`src/rtl/branch_predictor.sv`:
```
// Direct-mapped BTB with 2-bit saturating counters: predicts at fetch, learns at execute.
// Define BP_BYPASS_EN to forward a same-cycle update into the lookup result.
//
// state | meaning
// INIT  | clearing one entry per cycle, lookups ignored, updates dropped
// RUN   | table usable, lookups answered, updates applied
module branch_predictor #(
    parameter int XLEN  = 32,
    parameter int IDX_W = 4
) (
    input  logic            clk_i,
    input  logic            rst_i,
    input  logic            flush_i,
    output logic            ready_o,
    input  logic            lk_valid_i,
    input  logic [XLEN-1:0] lk_pc_i,
    output logic            pred_valid_o,
    output logic            pred_hit_o,
    output logic            pred_taken_o,
    output logic [XLEN-1:0] pred_target_o,
    input  logic            upd_valid_i,
    input  logic [XLEN-1:0] upd_pc_i,
    input  logic            upd_taken_i,
    input  logic [XLEN-1:0] upd_target_i
);
    localparam int DEPTH = 1 << IDX_W;
    localparam int TAG_W = XLEN - IDX_W - 2;

    localparam logic [0:0] ST_INIT = 1'b0;
    localparam logic [0:0] ST_RUN  = 1'b1;

    logic [0:0]       state_q;
    logic [IDX_W-1:0] sweep_q;

    logic             valid_q  [DEPTH];
    logic [TAG_W-1:0] tag_q    [DEPTH];
    logic [XLEN-1:0]  target_q [DEPTH];
    logic [1:0]       ctr_q    [DEPTH];

    logic             run;
    logic [IDX_W-1:0] upd_idx, lk_idx;
    logic [TAG_W-1:0] upd_tag, lk_tag;
    logic             upd_fire, upd_hit;
    logic             wr_en;
    logic [1:0]       wr_ctr;
    logic [XLEN-1:0]  wr_target;

    logic             lk_entry_valid;
    logic [TAG_W-1:0] lk_entry_tag;
    logic [1:0]       lk_entry_ctr;
    logic [XLEN-1:0]  lk_entry_target;
    logic             lk_hit, lk_taken;

    logic             unused_pc_bits;

    assign unused_pc_bits = ^{lk_pc_i[1:0], upd_pc_i[1:0]};

    assign run     = (state_q == ST_RUN);
    assign ready_o = run;

    assign upd_idx = upd_pc_i[IDX_W+1:2];
    assign upd_tag = upd_pc_i[XLEN-1:IDX_W+2];
    assign lk_idx  = lk_pc_i[IDX_W+1:2];
    assign lk_tag  = lk_pc_i[XLEN-1:IDX_W+2];

    // Flush takes priority over a coincident update.
    assign upd_fire = run && upd_valid_i && !flush_i;
    assign upd_hit  = valid_q[upd_idx] && (tag_q[upd_idx] == upd_tag);

    always_comb begin
        wr_en     = 1'b0;
        wr_ctr    = ctr_q[upd_idx];
        wr_target = target_q[upd_idx];
        if (upd_fire) begin
            if (upd_hit) begin
                wr_en = 1'b1;
                if (upd_taken_i) begin
                    wr_ctr    = (ctr_q[upd_idx] == 2'b11) ? 2'b11 : ctr_q[upd_idx] + 2'b01;
                    wr_target = upd_target_i;
                end else begin
                    wr_ctr = (ctr_q[upd_idx] == 2'b00) ? 2'b00 : ctr_q[upd_idx] - 2'b01;
                end
            end else if (upd_taken_i) begin
                wr_en     = 1'b1;
                wr_ctr    = 2'b10;
                wr_target = upd_target_i;
            end
        end
    end

    always_ff @(posedge clk_i or posedge rst_i) begin
        if (rst_i) begin
            state_q <= ST_INIT;
            sweep_q <= '0;
        end else if (flush_i) begin
            state_q <= ST_INIT;
            sweep_q <= '0;
        end else if (state_q == ST_INIT) begin
            sweep_q <= sweep_q + IDX_W'(1);
            if (&sweep_q) begin
                state_q <= ST_RUN;
            end
        end
    end

    // Table contents need no reset: the sweep clears them before RUN is reached.
    always_ff @(posedge clk_i) begin
        if (state_q == ST_INIT) begin
            valid_q[sweep_q] <= 1'b0;
            ctr_q[sweep_q]   <= 2'b01;
        end else if (wr_en) begin
            valid_q[upd_idx]  <= 1'b1;
            tag_q[upd_idx]    <= upd_tag;
            ctr_q[upd_idx]    <= wr_ctr;
            target_q[upd_idx] <= wr_target;
        end
    end

    always_comb begin
        lk_entry_valid  = valid_q[lk_idx];
        lk_entry_tag    = tag_q[lk_idx];
        lk_entry_ctr    = ctr_q[lk_idx];
        lk_entry_target = target_q[lk_idx];
`ifdef BP_BYPASS_EN
        if (wr_en && (upd_idx == lk_idx)) begin
            lk_entry_valid  = 1'b1;
            lk_entry_tag    = upd_tag;
            lk_entry_ctr    = wr_ctr;
            lk_entry_target = wr_target;
        end
`endif
    end

    assign lk_hit   = lk_entry_valid && (lk_entry_tag == lk_tag);
    assign lk_taken = lk_hit && lk_entry_ctr[1];

    always_ff @(posedge clk_i or posedge rst_i) begin
        if (rst_i) begin
            pred_valid_o  <= 1'b0;
            pred_hit_o    <= 1'b0;
            pred_taken_o  <= 1'b0;
            pred_target_o <= '0;
        end else begin
            pred_valid_o  <= run && lk_valid_i;
            pred_hit_o    <= run && lk_valid_i && lk_hit;
            pred_taken_o  <= run && lk_valid_i && lk_taken;
            pred_target_o <= (run && lk_valid_i && lk_taken) ? lk_entry_target : '0;
        end
    end

endmodule

```
`config.mk`:
```
export PLATFORM = sky130hd
export DESIGN_NAME = branch_predictor
export DESIGN_NICKNAME = d
export VERILOG_FILES = /design/src/rtl/branch_predictor.sv
export SDC_FILE = /design/constraint.sdc
export NUM_CORES = 1
export LEC_CHECK = 0
export ABC_AREA = 1
export CAP_MARGIN = 0
export CORE_MARGIN = 2
export CORE_UTILIZATION = 55
export CTS_CLUSTER_SIZE = 14
export DETAILED_ROUTE_END_ITERATION = 10
export PLACE_DENSITY_LB_ADDON = 0.08
export SYNTH_ARGS = -nofsm -noshare
export SYNTH_HDL_FRONTEND = slang
export SYNTH_SLANG_ARGS = --single-unit
```
`constraint.sdc`:
```
create_clock -name clk_i -period 4.66 [get_ports clk_i]
set_input_delay 1.398 -clock clk_i [delete_from_list [all_inputs] [get_ports clk_i]]
set_output_delay 1.398 -clock clk_i [all_outputs]
set_load 0.005 [all_outputs]
```
==> results.tsv <==
stage	metric	value	unit
critical_path	crit path buf inv count	7	
timing	fin crit share	90.4	%
critical_path	FF-to-FF End	tag_q[0][4]	
clocking	Clock Latency Late Sink	0.72	ns
grt	global-route wire length before repair	195000	um
logic_synthesis	Synth area leader	edfxtp_1	
critical_path	max incr delay on CP	0.51	ns
critical_path	WP data required	5.01	ns
clocking	CTS tree	done	
clocking	clock root buffer	clkbuf_16	
logic_synthesis	Netlist cell types	42	
timing	Slew Limit Fails	0	
logic_synthesis	Synthesis Warnings	0	
critical_path	crit-path leading delay family	simple AND/OR/NAND/NOR gates	
grt	total track usage	30.5	%
timing	Slew headroom	27.4	%
placed_design	Cell Area, Placed	0.0493	sq mm
die	row cnt	104	
placed_design	final RePlAce weighted congestion	0.876	
finish	fin nets	4485	
die	DIE HEIGHT	290	um
job	max-capacitance violation count	0	
min_path	WHS Path Cells	2	
detailed_routing	# DRC	0	
clocking	CTS HTree Levels	3	
critical_path	arrival time worst endpoint	4.57	ns
timing	Fmax	0.237	GHz
finish	share of post-route cells with drive strength above 1	10.4	%
placed_design	Final HPWL DP	74200	um
timing	Setup Skew	0.0784	ns
clocking	CTS Hold Buffers Added	0	
logic_synthesis	EDFF count, synth	976	
logic_synthesis	Area contributors post-synth	edfxtp_1 65%, nand2_1 10%, a21oi_1 3.9%, o21ai_0 3.3%, a221oi_1 2.4%	
critical_path	slowest CP cell	clkdlybuf4s50_1	
placed_design	# port buffers	133	
die	Die ar.	0.0840	sq mm
critical_path	r2r startpoint	tag_q[13][12]	
logic_synthesis	Seq/Total Area, Yosys	67.4	%
min_path	min-delay src	sweep_q[3]	
min_path	Worst Hold Class	reg -> reg	
timing	Worst Max-Slew Pin Slew	1.09	ns
logic_synthesis	synthesized cell area	0.0449	sq mm
detailed_routing	1st-iter DRT viols	4220	
logic_synthesis	post-synthesis adder-cell area fraction	0.0278	%
pwr	Power, Total	20.0	mW
clocking	count of cells resized by post-cts repair	0	
logic_synthesis	simple-gate share of the synthesized area	15.0	%
grt	largest net degree at the start of global routing	73	
timing	final hold vios	0	
detailed_routing	DRT antenna net count	0	
critical_path	worst setup path class	in -> reg	
finish	final core utilization	65.5	%
logic_synthesis	Syn Area/Cell	10.8	sq um
clocking	Clock Path Buffers	3	
pwr	Worst VDD drop	329	uV
logic_synthesis	most common cell in the netlist	nand2_1	
critical_path	worst path cell trace	clkdlybuf4s50_1, buf_4, nor2_4, buf_12, buf_4, nand2_1, nand2_1, nor2_1, nor2_1, nor2_1, nand2_1, nor2_1, nand2_1, nor2_4, nand3_4, nand2_4, inv_4, nor3_2, buf_4, buf_12	
logic_synthesis	Main synth FF type	edfxtp_1	
timing	minimum clock period	4.21	ns
outcome	status	completed	
grt	initial antenna violation count	2	
die	core area	0.0807	sq mm
logic_synthesis	mux contribution to synthesized area	0	%
pwr	pwr/cell area	378	mW/mm^2
logic_synthesis	Post-Synth XOR/XNOR Area	0.214	%
detailed_routing	final wirelength	129000	um
logic_synthesis	top-area cell type share of the netlist area	65.2	%
timing	RSZ-0062 raised after global routing	false	
pwr	Leak	19.7	nW
clocking	Clock Sinks	1016	
logic_synthesis	Cells after Synth	4177	
logic_synthesis	Post-synth ARST share	3.94	%
logic_synthesis	Synth top cells by count	1251 x nand2_1, 976 x edfxtp_1, 351 x a21oi_1, 296 x o21ai_0, 266 x nor2_1	
critical_path	slack of the worst reg-to-reg path	1.46	ns
critical_path	CP Launch Type	input pin	
detailed_routing	via count	33400	
logic_synthesis	flops & latches, synth	1016	
detailed_routing	post-DR wirelength/cell	23.4	um
finish	Area growth, synth to finish	17.5	%
grt	global route overflow	0	
die	Die Wd	290	um
finish	Final Instance Area	0.0528	sq mm
grt	vias in the first global route	31900	
logic_synthesis	post-synthesis compound-gate area fraction	13.0	%
logic_synthesis	largest family of logic cells by synthesized area	simple AND/OR/NAND/NOR gates	
die	IO Count	138	
finish	Layout fillers	6195	
clocking	CTS Buf Count	104	
detailed_routing	DR pass1 iterations	6	
critical_path	Setup crit end kind	register	
logic_synthesis	syn nets	4280	
die	initial core utilization	55.7	%
finish	post-route insts no fill	5531	
min_path	worst hold path endpoint	sweep_q[3]	
clocking	Post-CTS Setup Bufs	0	
placed_design	Placed Instances	5336	
critical_path	R2R cell count	19	
timing	Final setup viols	0	
detailed_routing	vias per cell	6.04	
critical_path	CP max FO	18	
clocking	register clock-pin slew on the reported worst setup and hold paths	0.06	ns
worst reg2reg max path: cells and delay by family, from the launching register on:
family,cells,cell delay [ns]
AND/OR/NAND/NOR,15,1.84
flip-flops,1,0.40
AO/OA/AOI/OAI,1,0.06
buffers and inverters,3,0.52
layer usage:
metal  track usage (%)  part of all wire, %  vias to the layer above
li1                  -                    -                    15300
met1              43.7                   41                    16200
met2              48.0                   47                     1720
met3              5.03                  9.6                      241
met4              10.1                  3.0                        2
met5                 0               0.0085                        -
logic make-up (layout without fill, tap and decap cells):
group                      count (synthesis)  in the layout
buffers and inverters                    460            753
xor gates and xnor gates                  11             11
adders and majority gates                  1              1
and+or+nand+nor                         1698           1698
DFF                                     1016           1016
AOI/OAI and AO/OA                        991            991
other                                      0              1
through the flow:
| step | setup WS, ns | hold slack [ns] | setup TNS (ns) |
|---|---|---|---|
| final | 0.445 | 0.570 | 0 |
| after global routing | 0.239 | 0.620 | 0 |
| after CTS | 0.509 | 0.576 | 0 |
| after detailed placement | -0.165 | 0.566 | -47.68 |
| after global placement | -0.148 | 0.568 | -38.51 |
| after floorplan | -0.676 | 0.515 | -106.71 |
registers in the layout, indices dropped and copies added (netlist names):
| name | flops |
|---|---|
| pred_valid_o | 1 |
| sweep_q | 4 |
| tag_q | 416 |
| pred_hit_o | 1 |
| valid_q | 16 |
| ctr_q | 32 |
| pred_taken_o | 1 |
| pred_target_o | 32 |
| target_q | 512 |
| ready_o | 1 |
placed cells by master, fill, tap and decap left out, types with 7 or more instances in the layout:
master and n:
o21ai_1 44, nor3_4 26, a22oi_1 8, o21bai_1 11, clkbuf_1 24, o221ai_1 28
clkdlybuf4s50_1 128, nor2_1 263, a21oi_1 351, o211ai_1 53, inv_1 163, clkinv_2 14
clkinv_1 24, nand3_1 110, edfxtp_1 976, clkbuf_8 7, a221oi_1 123, nand2_2 7
o21ai_0 296, o31ai_1 32, nand4_1 12, clkinv_16 7, buf_12 63, nor3_1 12
bufinv_16 11, o22ai_1 35, dfrtp_1 40, buf_4 188, nand2_1 1249, clkbuf_16 104
area by class of cell:
cell class	count	area, sq um	area share (%)
flip-flops and latches	1016	30300	57.4
multi-input cells	2701	13000	24.6
repair buffers	383	4010	7.59
clock buffers	133	2760	5.23
well taps	1060	1330	2.51
clock inverters	61	743	1.41
inverters	176	688	1.30
diodes	1	2.50	0.00474
worst max path at each step:
| stage | start | end | slack (ns) | depth (start not counted) |
|---|---|---|---|---|
| 6_report | upd_pc_i[5] | tag_q[0][4] | 0.45 | 20 |
| 5_1_grt | upd_pc_i[5] | tag_q[0][6] | 0.24 | 20 |
| 4_1_cts | upd_pc_i[5] | tag_q[3][6] | 0.51 | 18 |
| 3_5_place_dp | upd_pc_i[5] | tag_q[3][14] | -0.17 | 18 |
| 3_3_place_gp | upd_pc_i[5] | tag_q[0][14] | -0.15 | 18 |
| 2_1_floorplan | upd_pc_i[2] | tag_q[0][0] | -0.68 | 20 |
where the power goes:
part | switching (mW) | internal (mW) | leakage, nW
registers | 0.00539 | 10.0 | 9.39
logic | 1.04 | 0.498 | 8.64
clock network | 3.56 | 4.84 | 1.68
total | 4.61 | 15.3 | 19.7
Power figures use the tool's default switching activity.
